$ cat config.mk
export PLATFORM = sky130hd
export DESIGN_NAME = alu_muldiv_seq_flat
export DESIGN_NICKNAME = d
export VERILOG_FILES = /design/src/rtl/alu_pkg.sv /design/src/rtl/alu_muldiv_seq_if.sv /design/src/rtl/alu_muldiv_seq.sv /design/src/flat_wrapper.sv
export SDC_FILE = /design/constraint.sdc
export NUM_CORES = 1
export LEC_CHECK = 0
export BUFFER_PORTS_ARGS = -buffer_cell sky130_fd_sc_hd__buf_2
export CAP_MARGIN = 30
export CORE_MARGIN = 2
export CORE_UTILIZATION = 50
export CTS_CLUSTER_DIAMETER = 100
export DETAILED_ROUTE_END_ITERATION = 16
export PLACE_DENSITY = 0.87
export RECOVER_POWER = 25
export REMOVE_ABC_BUFFERS = 1
export SYNTH_ARGS = -nofsm -noshare
export SYNTH_HDL_FRONTEND = slang
export SYNTH_SLANG_ARGS = --single-unit
$ cat constraint.sdc
create_clock -name clk -period 7.67 [get_ports clk]
set_clock_uncertainty 0.2 [all_clocks]
set_input_delay 1.534 -clock clk [delete_from_list [all_inputs] [get_ports clk]]
set_output_delay 1.534 -clock clk [all_outputs]
set_load 0.03 [all_outputs]
$ cat src/rtl/alu_pkg.sv
// Shared ALU/mul-div definitions: ALU op codes, mul/div op codes, sequencer states.
package alu_pkg;
   localparam int WIDTH = 32;

   localparam logic [2:0] ALU_ADD = 3'b000;
   localparam logic [2:0] ALU_SUB = 3'b001;

   localparam logic [1:0] MD_MUL   = 2'b00;
   localparam logic [1:0] MD_MULHU = 2'b01;
   localparam logic [1:0] MD_DIVU  = 2'b10;
   localparam logic [1:0] MD_REMU  = 2'b11;

   typedef enum logic [1:0] {IDLE, CALC, DONE} md_state_t;

   // hi holds MULHU/REMU, lo holds MUL/DIVU once the iterations finish
   function automatic logic [WIDTH-1:0] md_pick(input logic [1:0] op,
                                                 input logic [WIDTH-1:0] hi,
                                                 input logic [WIDTH-1:0] lo);
      case (op)
         MD_MULHU, MD_REMU: md_pick = hi;
         default:           md_pick = lo;
      endcase
   endfunction
endpackage

$ cat src/rtl/alu_muldiv_seq_if.sv
// Request/response and shared-ALU borrow signals of the mul/div sequencer.
interface alu_muldiv_seq_if;
   import alu_pkg::*;
   logic             start;
   logic [1:0]       op;
   logic [WIDTH-1:0] a;
   logic [WIDTH-1:0] b;
   logic             busy;
   logic             done;
   logic [WIDTH-1:0] result;
   logic             alu_sel;
   logic [WIDTH-1:0] alu_a;
   logic [WIDTH-1:0] alu_b;
   logic [2:0]       alu_ctrl;
   logic             alu_op7b5;
   logic [WIDTH-1:0] alu_result;
   logic             alu_carry;

   modport master (output start, op, a, b, alu_result, alu_carry,
                   input  busy, done, result, alu_sel, alu_a, alu_b, alu_ctrl, alu_op7b5);
   modport slave  (input  start, op, a, b, alu_result, alu_carry,
                   output busy, done, result, alu_sel, alu_a, alu_b, alu_ctrl, alu_op7b5);
endinterface

$ cat src/rtl/alu_muldiv_seq.sv
// Shift-add multiply / restoring divide sequencer that borrows the shared ALU
// for 32 iterations; hi/lo double as rem/quo during division.
module alu_muldiv_seq
   import alu_pkg::*;
(
   input  logic           clk,
   input  logic           reset,
   alu_muldiv_seq_if.slave bus
);
   md_state_t        state, state_nxt;
   logic [1:0]       op_q, op_nxt;
   logic [WIDTH-1:0] hi, hi_nxt, lo, lo_nxt, dvsr, dvsr_nxt;
   logic [WIDTH-1:0] result_q, result_nxt;
   logic [4:0]       cnt, cnt_nxt;
   logic             sel;
   logic [WIDTH-1:0] xa, xb;
   logic [2:0]       xctrl;
   logic [WIDTH:0]   s;
   logic             qbit, mc;

   always_ff @(posedge clk or posedge reset) begin
      if (reset) begin
         state    <= IDLE;
         op_q     <= '0;
         hi       <= '0;
         lo       <= '0;
         dvsr     <= '0;
         cnt      <= '0;
         result_q <= '0;
      end else begin
         state    <= state_nxt;
         op_q     <= op_nxt;
         hi       <= hi_nxt;
         lo       <= lo_nxt;
         dvsr     <= dvsr_nxt;
         cnt      <= cnt_nxt;
         result_q <= result_nxt;
      end
   end

   always_comb begin
      state_nxt  = state;
      op_nxt     = op_q;
      hi_nxt     = hi;
      lo_nxt     = lo;
      dvsr_nxt   = dvsr;
      cnt_nxt    = cnt;
      result_nxt = result_q;
      sel        = 1'b0;
      xa         = '0;
      xb         = '0;
      xctrl      = ALU_ADD;
      s          = {hi, lo[WIDTH-1]};
      qbit       = s[WIDTH] | ~bus.alu_carry;
      // carry out of hi + mcand, recovered from wraparound
      mc         = bus.alu_result < hi;
      case (state)
         IDLE: begin
            if (bus.start) begin
               op_nxt   = bus.op;
               dvsr_nxt = bus.b;
               hi_nxt   = '0;
               lo_nxt   = bus.a;
               cnt_nxt  = '0;
               if (bus.op[1] && bus.b == '0) begin
                  state_nxt  = DONE;
                  result_nxt = (bus.op == MD_DIVU) ? '1 : bus.a;
               end else begin
                  state_nxt  = CALC;
               end
            end
         end
         CALC: begin
            sel     = 1'b1;
            xb      = dvsr;
            cnt_nxt = cnt + 5'd1;
            if (!op_q[1]) begin
               xa    = hi;
               xctrl = ALU_ADD;
               if (lo[0]) begin
                  hi_nxt = {mc, bus.alu_result[WIDTH-1:1]};
                  lo_nxt = {bus.alu_result[0], lo[WIDTH-1:1]};
               end else begin
                  hi_nxt = {1'b0, hi[WIDTH-1:1]};
                  lo_nxt = {hi[0], lo[WIDTH-1:1]};
               end
            end else begin
               xa     = s[WIDTH-1:0];
               xctrl  = ALU_SUB;
               hi_nxt = qbit ? bus.alu_result : s[WIDTH-1:0];
               lo_nxt = {lo[WIDTH-2:0], qbit};
            end
            if (cnt == 5'd31) begin
               state_nxt  = DONE;
               result_nxt = md_pick(op_q, hi_nxt, lo_nxt);
            end
         end
         DONE:    state_nxt = IDLE;
         default: state_nxt = IDLE;
      endcase
   end

   assign bus.busy      = (state != IDLE);
   assign bus.done      = (state == DONE);
   assign bus.result    = result_q;
   assign bus.alu_sel   = sel;
   assign bus.alu_a     = xa;
   assign bus.alu_b     = xb;
   assign bus.alu_ctrl  = xctrl;
   assign bus.alu_op7b5 = 1'b0;
endmodule

$ cat src/flat_wrapper.sv
// flat-port wrapper written by rule: the top's interface ports become plain ports
module alu_muldiv_seq_flat import alu_pkg::*;
  (clk, reset, bus_start, bus_op, bus_a, bus_b, bus_alu_result, bus_alu_carry, bus_busy, bus_done, bus_result, bus_alu_sel, bus_alu_a, bus_alu_b, bus_alu_ctrl, bus_alu_op7b5);
  alu_muldiv_seq_if bus_i ();
  input  logic clk;
  input  logic reset;
  input wire logic [$bits(bus_i.start)-1:0] bus_start;
  input wire logic [$bits(bus_i.op)-1:0] bus_op;
  input wire logic [$bits(bus_i.a)-1:0] bus_a;
  input wire logic [$bits(bus_i.b)-1:0] bus_b;
  input wire logic [$bits(bus_i.alu_result)-1:0] bus_alu_result;
  input wire logic [$bits(bus_i.alu_carry)-1:0] bus_alu_carry;
  output wire logic [$bits(bus_i.busy)-1:0] bus_busy;
  output wire logic [$bits(bus_i.done)-1:0] bus_done;
  output wire logic [$bits(bus_i.result)-1:0] bus_result;
  output wire logic [$bits(bus_i.alu_sel)-1:0] bus_alu_sel;
  output wire logic [$bits(bus_i.alu_a)-1:0] bus_alu_a;
  output wire logic [$bits(bus_i.alu_b)-1:0] bus_alu_b;
  output wire logic [$bits(bus_i.alu_ctrl)-1:0] bus_alu_ctrl;
  output wire logic [$bits(bus_i.alu_op7b5)-1:0] bus_alu_op7b5;
  assign bus_i.start = bus_start;
  assign bus_i.op = bus_op;
  assign bus_i.a = bus_a;
  assign bus_i.b = bus_b;
  assign bus_i.alu_result = bus_alu_result;
  assign bus_i.alu_carry = bus_alu_carry;
  assign bus_busy = bus_i.busy;
  assign bus_done = bus_i.done;
  assign bus_result = bus_i.result;
  assign bus_alu_sel = bus_i.alu_sel;
  assign bus_alu_a = bus_i.alu_a;
  assign bus_alu_b = bus_i.alu_b;
  assign bus_alu_ctrl = bus_i.alu_ctrl;
  assign bus_alu_op7b5 = bus_i.alu_op7b5;
  alu_muldiv_seq u_core (.clk(clk), .reset(reset), .bus(bus_i));
endmodule
==> flow_summary_export.csv <==
group,metric,value,unit
floorplan,dieArea,0.0185,mm²
worst_setup_path,end_kind,"output pin",
finish,final_util,60.5,%
worst_setup_path,path_class,"flip-flop to output pin",
floorplan,rows,48,
clock_tree,clock-root-buffer,"clkbuf_16",
synthesis,synthTopCellsByArea,"dfrtp_1 (39%), mux2i_1 (14%), mux2_2 (8.3%)",
routing,via_per_inst,5.85,
floorplan,ios,205,
place,place_ws,3500,ps
synthesis,synth_area,0.00872,mm²
routing,wl,23800,µm
global_route,antenna_found_initial,0,
finish,nets,1213,
power_and_ir_drop,peakVddDrop,0.000310,V
clock_tree,numCtsBuffers,17,
routing,drc_errors,0,
clock_tree,cts_tree,"built",
synthesis,synth_top_area_cell,"dfrtp_1",
global_route,grt_max_degree,92,
place,place_congestion,0.816,
finish,drive_gt1_share,26.9,%
clock_tree,clockBufferDepth,2,
synthesis,yosys.area.top_type_share,39.3,%
routing,drtIter0Drc,555,
global_route,grt.total_usage,26.2,%
synthesis,synthCells,920,
place,dp_hpwl,15700,µm
finish,layout.cells.non_filler,1316,
clock_tree,insertion_delay,420,ps
floorplan,fp.dieH,136,µm
timing,layout_min_cycle_time,4600,ps
finish,antennaDiodeCount,0,
global_route,grt_pass1_vias,7645,
worst_setup_path,worstPathArrival,2870,ps
timing,slew_headroom,-105,%
clock_tree,clk_pin_slew,70,ps
clock_tree,cts_hold_buf,0,
global_route,grt_pass1_wl,38600,µm
routing,first_pass_iters,5,
finish,syn_to_final_growth,19.2,%
synthesis,synthArstFlopShare,100,%
synthesis,yosysSeqAreaShare,39.3,%
clock_tree,htreeDepth,4,
synthesis,yosys_warnings,0,
synthesis,ys_types,49,
min_path,hp-class,"flip-flop to flip-flop",
outcome,status,"finished, violations left",
routing,ant_nets,0,
synthesis,synth-main-ff-cell,"dfrtp_1",
timing,tightest_slew,3060,ps
clock_tree,clock_sink_count,137,
synthesis,syn_area_per_cell,9.48,µm²
power_and_ir_drop,powerDensity,533,mW/mm²
place,placed_area,0.00975,mm²
timing,layout_worst_path_cycle_share,60.0,%
timing,tns,0,ps
flow_run,cap_viol_max_count,1,
clock_tree,cts_setup_buffers,0,
power_and_ir_drop,finalPower,5.54,mW
routing,wl_per_cell,18.1,µm
worst_setup_path,startpoint_type,"flip-flop",
place,dp_cells,1281,
finish,multi_input_area,0.00482,mm²
global_route,grt_overflow,0,
timing,rsz0062_at_grt,"no",
timing,maxSlewViolCount,69,
timing,finalSetupViolCount,0,
synthesis,ys_ff_latch,137,
outcome,violations,"capacitance limit, slew limit",
min_path,min_path_cells,2,
routing,num_vias,7693,
worst_setup_path,crit_fanout,78,
worst_setup_path,reg2reg_depth,6,
synthesis,synth_edf_count,0,
worst_setup_path,r2r_slack,4260,ps
floorplan,chipWidth,136,µm
clock_tree,post_cts_resized,0,
timing,hold_ws,275,ps
finish,fin_area,0.0104,mm²
floorplan,start_util,50.8,%
timing,fmax,0.217,GHz
worst_setup_path,required,5940,ps
finish,regArea,0.00343,mm²
floorplan,core-area,0.0172,mm²
power_and_ir_drop,p_leak,4.97,nW
place,io_buffers,201,
timing,fin_ws,3070,ps
timing,hold_viol,0,
finish,nFillCells,1400,
[report_power, final]
group          switching [mW]  total (mW)  internal [mW]
Clock                   0.352       0.882          0.529
Combinational            1.92        3.16           1.24
Sequential              0.419        1.50           1.08
[flip-flops by register name, indices dropped and copies added (netlist names)]
register           cells
u_core.cnt             5
u_core.dvsr           32
u_core.op_q            2
u_core.state           2
u_core.bus.result     32
u_core.lo             32
u_core.hi             32
[kinds of logic after synthesis]
kind of cell	count (synthesis)	share of synthesized area [%]
buffers and inverters	112	5.73
adders and majority gates	33	4.74
and+or+nand+nor	242	12.2
other	1	0.0430
DFF	137	39.3
muxes	191	22.9
AOI/OAI and AO/OA	202	14.9
xor gates and xnor gates	2	0.201
[final timing paths]
| kind | start | endpoint |
|---|---|---|
| worst max-delay path | u_core.op_q[1] | bus_alu_ctrl[0] |
| worst min-delay path | u_core.bus.result[25] | u_core.bus.result[25] |
| worst max register to register | u_core.op_q[1] | u_core.bus.result[31] |
| worst min register to register | u_core.bus.result[25] | u_core.bus.result[25] |
| max in group asynchronous | reset | u_core.lo[0] |
| min in group asynchronous | reset | u_core.dvsr[13] |
[final cells by class]
type | instances | area share [%]
clock inverter | 14 | 1.78
clock buffer | 18 | 4.22
inverter | 38 | 1.38
timing repair buffer | 211 | 10.5
multi-input combinational | 673 | 46.3
sequential | 137 | 33.0
tap | 225 | 2.71
[critical path, cell delays in order (launching register included)]
cell and delay, ps:
dfrtp_4 1100, buf_4 670, inv_1 270, nor2_1 150, buf_2 240
[cells in the mapped netlist, drive strengths merged, types with 6 or more instances]
cell,n
o21ai,52
mux2i,126
and2,32
nand2,78
nor2,104
inv,38
a21oi,41
mux2,65
buf,39
clkbuf,35
ha,33
dfrtp,137
nor4,6
a221o,30
o22ai,61
[cells in the final DEF (no fill, tap or decap), types with 6 or more instances in the layout]
master	Yosys	routed
dfrtp_1	137	134
mux2i_1	126	126
a221o_1	30	30
mux2_2	64	64
o22ai_1	61	61
o21ai_0	42	41
nor4_1	6	6
clkbuf_16	0	17
nor2_1	104	102
o21ai_1	10	10
nand2_1	78	78
inv_1	38	37
ha_1	33	33
buf_2	24	175
and2_1	32	32
a21oi_1	41	41
buf_4	7	7
clkbuf_1	35	26
[per-layer routing]
| layer | share of wire [%] | GRT usage (%) | vias to the layer above |
|---|---|---|---|
| li1 | - | - | 3629 |
| met1 | 42 | 33.0 | 3708 |
| met2 | 49 | 44.6 | 324 |
| met3 | 7.5 | 6.38 | 32 |
| met4 | 1.6 | 7.87 | 0 |
| met5 | 0 | 0 | - |
No activity file was read; power rests on OpenSTA's default activity.
